### src/rtl/mac_pkg.sv
// Shared constants for the MAC array and its output partial-sum FIFO.
package mac_pkg;

    // MAC-array geometry
    localparam int BW          = 4;
    localparam int ROW         = 8;
    localparam int COL         = 8;
    localparam int PSUM_BW     = 16;

    // Output FIFO sizing
    localparam int OFIFO_DEPTH = 16;

    // Bit positions inside the sticky err vector
    localparam int ERR_OVF     = 0;
    localparam int ERR_UDF     = 1;

    // Pointer width for a FIFO of the given depth (at least one bit)
    function automatic int ptr_width(input int d);
        return (d > 1) ? $clog2(d) : 1;
    endfunction

endpackage

### src/rtl/ofifo_lane.sv
// Single-lane show-ahead circular FIFO: one column of the partial-sum output buffer.
module ofifo_lane
    import mac_pkg::*;
#(
    parameter int psum_bw = PSUM_BW,
    parameter int depth   = OFIFO_DEPTH
) (
    input  logic               clk,
    input  logic               reset,
    input  logic               wr,
    input  logic               pop,
    input  logic [psum_bw-1:0] din,
    output logic [psum_bw-1:0] head,
    output logic               empty,
    output logic               full
);

    localparam int AW = ptr_width(depth);
    localparam logic [AW:0] CNT_FULL = (AW+1)'(depth);

    logic [psum_bw-1:0] mem [depth];
    logic [AW-1:0]      wptr;
    logic [AW-1:0]      rptr;
    logic [AW:0]        cnt;
    logic               wr_ok;

    assign full  = (cnt == CNT_FULL);
    assign empty = (cnt == '0);

    // A full lane can still take a write when the same edge frees a slot.
    assign wr_ok = wr & (~full | pop);

    // Empty lanes present zero so stale storage never leaks to the bus.
    assign head = empty ? '0 : mem[rptr];

    // Storage has no reset; contents are only visible while occupied.
    always_ff @(posedge clk) begin
        if (wr_ok) begin
            mem[wptr] <= din;
        end
    end

    // Pointers wrap naturally because depth is a power of two.
    always_ff @(posedge clk or negedge reset) begin
        if (!reset) begin
            wptr <= '0;
            rptr <= '0;
            cnt  <= '0;
        end else begin
            if (wr_ok) begin
                wptr <= wptr + 1'b1;
            end
            if (pop) begin
                rptr <= rptr + 1'b1;
            end
            case ({wr_ok, pop})
                2'b10:   cnt <= cnt + 1'b1;
                2'b01:   cnt <= cnt - 1'b1;
                default: cnt <= cnt;
            endcase
        end
    end

endmodule

### src/rtl/psum_ofifo.sv
// Row-aligning output FIFO for MAC-array partial sums: one lane per column,
// lanes fill independently (diagonal skew) and are popped together as a row.
module psum_ofifo
    import mac_pkg::*;
#(
    parameter int col     = COL,
    parameter int psum_bw = PSUM_BW,
    parameter int depth   = OFIFO_DEPTH
) (
    input  logic                   clk,
    input  logic                   reset,
    input  logic [psum_bw*col-1:0] in,
    input  logic [col-1:0]         wr,
    input  logic                   rd,
    output logic [psum_bw*col-1:0] out,
    output logic                   o_valid,
    output logic                   o_full,
    output logic                   o_ready,
    output logic [1:0]             err
);

    logic [col-1:0] lane_empty;
    logic [col-1:0] lane_full;
    logic           pop;
    logic           ovf;
    logic           udf;

    // Row status comes only from registered lane occupancy.
    assign o_valid = &(~lane_empty);
    assign o_full  = |lane_full;
    assign o_ready = ~o_full;

    // A row pop is legal only when every lane has its element.
    assign pop = rd & o_valid;
    assign ovf = |(wr & lane_full & ~{col{pop}});
    assign udf = rd & ~o_valid;

    for (genvar j = 0; j < col; j++) begin : g_lane
        ofifo_lane #(
            .psum_bw (psum_bw),
            .depth   (depth)
        ) u_lane (
            .clk   (clk),
            .reset (reset),
            .wr    (wr[j]),
            .pop   (pop),
            .din   (in[psum_bw*j +: psum_bw]),
            .head  (out[psum_bw*j +: psum_bw]),
            .empty (lane_empty[j]),
            .full  (lane_full[j])
        );
    end

    // Sticky error flags, cleared only by reset.
    always_ff @(posedge clk or negedge reset) begin
        if (!reset) begin
            err <= '0;
        end else begin
            if (ovf) begin
                err[ERR_OVF] <= 1'b1;
            end
            if (udf) begin
                err[ERR_UDF] <= 1'b1;
            end
        end
    end

endmodule

### config.mk
export PLATFORM = sky130hd
export DESIGN_NAME = psum_ofifo
export DESIGN_NICKNAME = d
export VERILOG_FILES = /design/src/rtl/mac_pkg.sv /design/src/rtl/ofifo_lane.sv /design/src/rtl/psum_ofifo.sv
export SDC_FILE = /design/constraint.sdc
export NUM_CORES = 2
export LEC_CHECK = 0
export ABC_AREA = 0
export BUFFER_PORTS_ARGS = -buffer_cell sky130_fd_sc_hd__buf_2
export CAP_MARGIN = 20
export CELL_PAD_IN_SITES_DETAIL_PLACEMENT = 0
export CELL_PAD_IN_SITES_GLOBAL_PLACEMENT = 1
export CORE_MARGIN = 10
export CORE_UTILIZATION = 29
export DETAILED_ROUTE_END_ITERATION = 7
export PLACE_DENSITY_LB_ADDON = 0.08
export SETUP_SLACK_MARGIN = 0.05
export SLEW_MARGIN = 20
export SYNTH_ARGS = -nofsm -noshare
export SYNTH_HDL_FRONTEND = slang
export SYNTH_SLANG_ARGS = --single-unit
### constraint.sdc
create_clock -name clk -period 5.26 [get_ports clk]
set_input_delay 0 -clock clk [delete_from_list [all_inputs] [get_ports clk]]
set_output_delay 0 -clock clk [all_outputs]
set_load 0.05 [all_outputs]
# [Word level (Yosys, flattened, before mapping)]
# Memory sizes are Yosys's and may differ from the RTL's.
# Cells that the tools add are included.
[word_totals] register_bits=106 mem_bits_rw=2048 input_bits=139 output_inout_bits=133 elab_cells=173 mem_count=8
[op_classes] add_sub_neg=32 n_eq_ne=24 mux=32 bitwise=32 n_reduce_logical=19
[memory_table] memory="g_lane[0].u_lane.mem" depth=16 word_bits=16 read_ports=1 rd_ports_with_merged_regs=0 wr=1 line_no="ofifo_lane.sv:21" text="logic [psum_bw-1:0] mem [depth];"
[memory_table] memory="g_lane[1].u_lane.mem" depth=16 word_bits=16 read_ports=1 rd_ports_with_merged_regs=0 wr=1 line_no="ofifo_lane.sv:21"
[memory_table] memory="g_lane[2].u_lane.mem" depth=16 word_bits=16 read_ports=1 rd_ports_with_merged_regs=0 wr=1 line_no="ofifo_lane.sv:21"
[memory_table] memory="g_lane[3].u_lane.mem" depth=16 word_bits=16 read_ports=1 rd_ports_with_merged_regs=0 wr=1 line_no="ofifo_lane.sv:21"
[memory_table] memory="g_lane[4].u_lane.mem" depth=16 word_bits=16 read_ports=1 rd_ports_with_merged_regs=0 wr=1 line_no="ofifo_lane.sv:21"
[memory_table] memory="g_lane[5].u_lane.mem" depth=16 word_bits=16 read_ports=1 rd_ports_with_merged_regs=0 wr=1 line_no="ofifo_lane.sv:21"
[memory_table] memory="2 more memories"
[op_table] cell="$mux W16" n=8
[op_table] cell="$pmux W5 S2" n=8
[op_table] cell="$add A4 B1 Y4 const B" n=16
[op_table] cell="$add A5 B1 Y5 const B" n=8
[op_table] cell="$eq A5 B5 Y1 const B" n=8
[op_table] cell="$logic_not A5 Y1" n=8
[op_table] cell="$sub A5 B1 Y5 const B" n=8
[op_table] cell="$and A8 B8 Y8" n=2
[op_table] cell="$eq A2 B1 Y1 const B" n=8
[op_table] cell="$eq A2 B2 Y1 const B" n=8
[op_table] cell="$mux W1" n=16
[op_table] cell="$not A8 Y8" n=2
[op_table] cell="$reduce_bool A2 Y1" n=8
[op_table] cell="$reduce_or A8 Y1" n=2
[op_table] cell="$and A1 B1 Y1" n=10
[op_table] cell="$not A1 Y1" n=10
[op_table] cell="$or A1 B1 Y1" n=8
[op_table] cell="$reduce_and A8 Y1" n=1

# [Logic depth before layout (Yosys ltp)]
[logic_depth] ltp_word=8 depth_mapped=15 mapped_depth_nobuf=11

# [By module]
# Synthesis repeated with hierarchy kept, for this count alone.
[hier_totals] cells_unflattened=4123 area_unflattened_um2=85075.3
[modules_own_cells] mod="ofifo_lane (g_lane[0].u_lane ...)" instances=5 cells_each=515 area_per_inst_um2=10613.9
[modules_own_cells] mod="ofifo_lane (g_lane[1].u_lane ...)" instances=2 cells_each=515 area_per_inst_um2=10608.9
[modules_own_cells] mod="ofifo_lane (g_lane[7].u_lane)" instances=1 cells_each=498 area_per_inst_um2=10625.2
[modules_own_cells] mod="psum_ofifo" instances=1 cells_each=20 area_per_inst_um2=162.7

# [Least setup slack after synthesis]
# OpenSTA, ideal clock, no wires.
[synth_timing] kind="reg2reg" start="reg g_lane[0].u_lane.cnt[1]" end="mem g_lane[5].u_lane.mem[3][0] (netlist name) (enable)" arrival_time_ps=3317 path_slack_ps=1513 stages_incl_launch_ff=11 n_path_buf=4 period_less_slack_ps=3747 cell_sequence="dfrtp_1 > clkbuf_2 > nor4_2 > and2_1 > buf_2 > nor4_4 > and3_1 > buf_2 > buf_6 > nor2_4 > nor4_1"
[synth_between] elab_chain_cells=8
[synth_lines] item="start, declared" line_no="ofifo_lane.sv:24" text="logic [AW:0] cnt;"
[synth_lines] item="start signal, assigned" line_no="ofifo_lane.sv:57" text="2'b10: cnt <= cnt + 1'b1;"
[synth_lines] item="start signal, assigned" line_no="ofifo_lane.sv:58" text="2'b01: cnt <= cnt - 1'b1;"
[synth_lines] item="start signal, assigned" line_no="ofifo_lane.sv:59" text="default: cnt <= cnt;"
[synth_lines] item="$logic_not A5 Y1" line_no="ofifo_lane.sv:28" text="assign empty = (cnt == '0);"
[synth_lines] item="$not A8 Y8" line_no="psum_ofifo.sv:29" text="assign o_valid = &(~lane_empty);"
[synth_lines] item="$reduce_and A8 Y1" line_no="psum_ofifo.sv:29"
[synth_lines] item="$and A1 B1 Y1" line_no="psum_ofifo.sv:34" text="assign pop = rd & o_valid;"
[synth_lines] item="$or A1 B1 Y1" line_no="ofifo_lane.sv:31" text="assign wr_ok = wr & (~full | pop);"
[synth_lines] item="$and A1 B1 Y1" line_no="ofifo_lane.sv:31"
[synth_lines] item="$mux W1" line_no="ofifo_lane.sv:38" text="if (wr_ok) begin"
[synth_lines] item="$mux W1 (not written as such)" line_no="ofifo_lane.sv:39" text="mem[wptr] <= din;"
[synth_lines] item="end, declared" line_no="ofifo_lane.sv:21"
# Every way passes these cells.

# [Worst setup path in the final report]
[layout_timing] start="reg g_lane[7].u_lane.cnt[1]" end="mem g_lane[6].u_lane.mem[1][10] (netlist name) (enable)"
[layout_between] elab_chain_cells=8
[layout_lines] item="start, declared" line_no="ofifo_lane.sv:24"
[layout_lines] item="start signal, assigned" line_no="ofifo_lane.sv:57"
[layout_lines] item="start signal, assigned" line_no="ofifo_lane.sv:58"
[layout_lines] item="start signal, assigned" line_no="ofifo_lane.sv:59"
[layout_lines] item="$logic_not A5 Y1" line_no="ofifo_lane.sv:28"
[layout_lines] item="$not A8 Y8" line_no="psum_ofifo.sv:29"
[layout_lines] item="$reduce_and A8 Y1" line_no="psum_ofifo.sv:29"
[layout_lines] item="$and A1 B1 Y1" line_no="psum_ofifo.sv:34"
[layout_lines] item="$or A1 B1 Y1" line_no="ofifo_lane.sv:31"
[layout_lines] item="$and A1 B1 Y1" line_no="ofifo_lane.sv:31"
[layout_lines] item="$mux W1" line_no="ofifo_lane.sv:38"
[layout_lines] item="$mux W1 (not written as such)" line_no="ofifo_lane.sv:39"
[layout_lines] item="end, declared" line_no="ofifo_lane.sv:21"
# Every way passes these cells.

==> results.md <==
* Status: finished clean
* WP data required at 5.75 ns
* Synth top cells by count: edfxtp_1 (2,048), mux4_2 (640), nor2b_1 (126)
* Share of layout cells above drive strength 1 at 32.70%
* CTS resizes at 0
* Final Hold Fails at 0
* Layout Cells excl Fill at 8,489
* Worst IR Drop VDD at 475.1 uV
* Avg Inst Size Synth at 22.75 um2
* Post-synth cell types at 72
* Largest net degree at the start of global routing at 70
* Total Wirelength at 227,500 um
* RSZ-0062 raised after global routing: no
* Adder-cell area share of the yosys netlist at 0.8148%
* Vias in the first global route at 42,080
* Global-route usage over all layers at 14.19%
* Synth area leader: edfxtp_1
* Share of power burned in registers at 38.2%
* Synth Register Bits at 2,154
* Crit. End Element: flop
* DR DRC count at 0
* Final worst path period share at 79.17%
* Die area at 313,200 um2
* Lkg Pwr at 0.03240 uW
* Seq/Total Area, Yosys at 75.96%
* Async set or reset register ratio after synthesis at 4.921%
* Setup Skew at 0.04197 ns
* Synth area leaders: edfxtp_1 (73%), mux4_2 (17%), dfrtp_1 (3.1%)
* R2r startpoint: g_lane[7].u_lane.cnt[1]
* Fin. max-slew vios at 0
* # Post-CTS Setup Buffers at 0
* Measured slew at the worst slew-check pin at 1.107 ns
* P per Cell Area at 590.0 nW/um2
* Chip width at 559.7 um
* Synthesis Warnings at 0
* Worst Reg2Reg Path Length in Cells at 7
* P_sw at 21,100 uW
* Worst min path class: input port to flop
* Hold_buf cts at 207
* Layout area overhead at 19.93%
* Mux contribution to synthesized area at 17.19%
* Fill cells at 27,240
* Crit path DAT at 4.66 ns
* Post-synthesis compound-gate area fraction at 0.6577%
* Row cnt at 198
* Cells after synthesis at 3,713
* Mapped Nets at 3,907
* Placed cell count at 7,834
* Final setup viols at 0
* Clock transition at path regs at 0.06 ns
* I/O Pins at 272
* Routed WL per cell at 26.80 um
* Number of max-cap violations at 0
* Gr busiest metal: met2
* FF-to-FF setup slack at 1.10 ns
* Worst-path fanout max at 31
* CTS tree: built
* Clock group share of total power at 28.1%
* Most common cell in the netlist: edfxtp_1
* Post-Synth Simple-Gate Area at 3.384%
* Vias per inst at 4.631
* Comb power frac at 33.7%
* Post-synth top flop: edfxtp_1
* Worst Setup Slack, final at 1.096 ns
* Via count at 39,310
* Clock Latency Late Sink at 0.91 ns
* Met3 global-route usage at 2.820%
* Finished Core Util at 34.89%
* Post-DRT Antenna Nets at 0
* Number of synthesized flops with an enable pin at 2,048
* Initial antenna violation count at 38
* Hpwl dp at 142,300 um
* Port Buffers at 271
* H-tree Lvls at 4
* Routability cong. at 0.7183
* CP startpoint: g_lane[7].u_lane.cnt[1]
* M2 GR Usage at 23.54%
* Pre-CTS WS at 1.013 ns
* Clock Tree Buf Depth at 4
* CTS Buf Count at 242
* Setup tns final at 0 ns
* Post-Syn Area at 84,460 um2
* Slew headroom at 26.22%
* Reg2Reg Capture Point: g_lane[6].u_lane.mem[1][10]
* Crit path time final at 4.164 ns
* F_max at 0.2401 GHz
* GR Layer Usage met1 at 19.38%
* Sink Count at 2,154
* Setup CP Type: flop to flop
* XOR/XNOR share of the synthesized area at 0.9540%
* Main combinational cell family by area after synthesis: multiplexers
* Internal power at 38,670 uW
* Nets at 4,579
* First-pass GRT wire length at 326,500 um
* Initial DRC count at 2,926
* Setup crit start kind: flop
* Initial Util at 29.09%
* Pre-Repair DR Iteration Count at 6
* CP endpoint: g_lane[6].u_lane.mem[1][10]
* Sw Share at 35.30%
* Share of the synthesized area in the top cell type at 72.81%
* Die Height at 559.7 um
* Core area at 290,300 um2
* Root Driver: clkbuf_16
* GRT Residual Overflow at 0
==> power by group through the flow <==
| stage | clock, uW | combinational, uW | sequential, uW |
|---|---|---|---|
| final | 16800 | 20200 | 22800 |
| after floorplan | 0 | 14900 | 21700 |
| after global routing | 18100 | 21600 | 23100 |
| after CTS | 17400 | 20900 | 22900 |
| after detailed placement | 0 | 20700 | 23300 |
| after global placement | 0 | 20800 | 23300 |
==> flip-flops by register name (all words and copies together) (netlist names) <==
| signal | count |
|---|---|
| g_lane.u_lane.cnt | 40 |
| g_lane.u_lane.rptr | 32 |
| err | 2 |
| g_lane.u_lane.wptr | 32 |
| g_lane.u_lane.mem | 2048 |
==> critical path: stages (launching register included) <==
cell	delay [ns]
dfrtp_1	0.43
nor4_1	0.12
and2b_4	0.29
nor4_2	0.60
and3_4	0.73
o21a_1	0.50
nor3b_2	0.31
and2_1	0.76
==> area by class of cell <==
| class | instances | area [um2] | share of cell area (%) |
|---|---|---|---|
| sequential | 2154 | 64190 | 63.37 |
| multi-input combinational | 1346 | 19690 | 19.44 |
| clock buffer | 304 | 6371 | 6.290 |
| tap | 3900 | 4880 | 4.818 |
| timing repair buffer | 614 | 4548 | 4.490 |
| clock inverter | 139 | 1491 | 1.472 |
| inverter | 27 | 101.3 | 0.1001 |
| antenna | 5 | 12.51 | 0.01235 |
==> how the worst min path moves through the flow <==
stage | cells after the start | slack [ns] | from | to
finish | 2 | 0.09 | in[96] | g_lane[6].u_lane.mem[10][0]
CTS | 2 | 0.0007 | in[46] | g_lane[2].u_lane.mem[13][14]
floorplan | 0 | -0.30 | reset | err[0]
global placement | 1 | 0.15 | reset | g_lane[6].u_lane.rptr[2]
global route | 2 | 0.04 | in[68] | g_lane[4].u_lane.mem[11][4]
detailed placement | 1 | 0.15 | reset | g_lane[6].u_lane.rptr[2]
==> placed cells by master, fill, tap and decap left out, types with 68 or more instances in the layout <==
cell	instances
edfxtp_1	2048
mux4_2	640
buf_2	270
clkbuf_16	244
dlygate4sd3_1	206
buf_4	130
nor2b_1	126
dfrtp_1	90
nand2_1	80
and2_1	71
xnor2_1	68
==> per-layer routing <==
layer,up-vias,wire length (um)
met4,4,5034
met1,21170,101400
li1,16970,-
met2,832,110700
met5,-,23
met3,332,10370
==> kinds of logic (layout without fill, tap and decap cells) <==
kind of cell    Yosys count  after routing
compound gates           76             76
xor+xnor                 92             92
fa+ha+maj                55             55
buf+inv                 213           1084
flops                  2154           2154
mux                     649            649
other cells               0              5
simple gates            474            474
==> through the flow <==
| stage | hold WS (ns) | total power (uW) | cell area, um2 |
|---|---|---|---|
| after global routing | 0.03746 | 62830 | 101300 |
| final | 0.08570 | 59760 | 101300 |
| after detailed placement | 0.1510 | 43980 | 91330 |
| after global placement | 0.1514 | 44060 | 91330 |
| after floorplan | -0.2956 | 36550 | 84460 |
| after CTS | 0.0006571 | 61260 | 101300 |
Power figures use the tool's default switching activity.
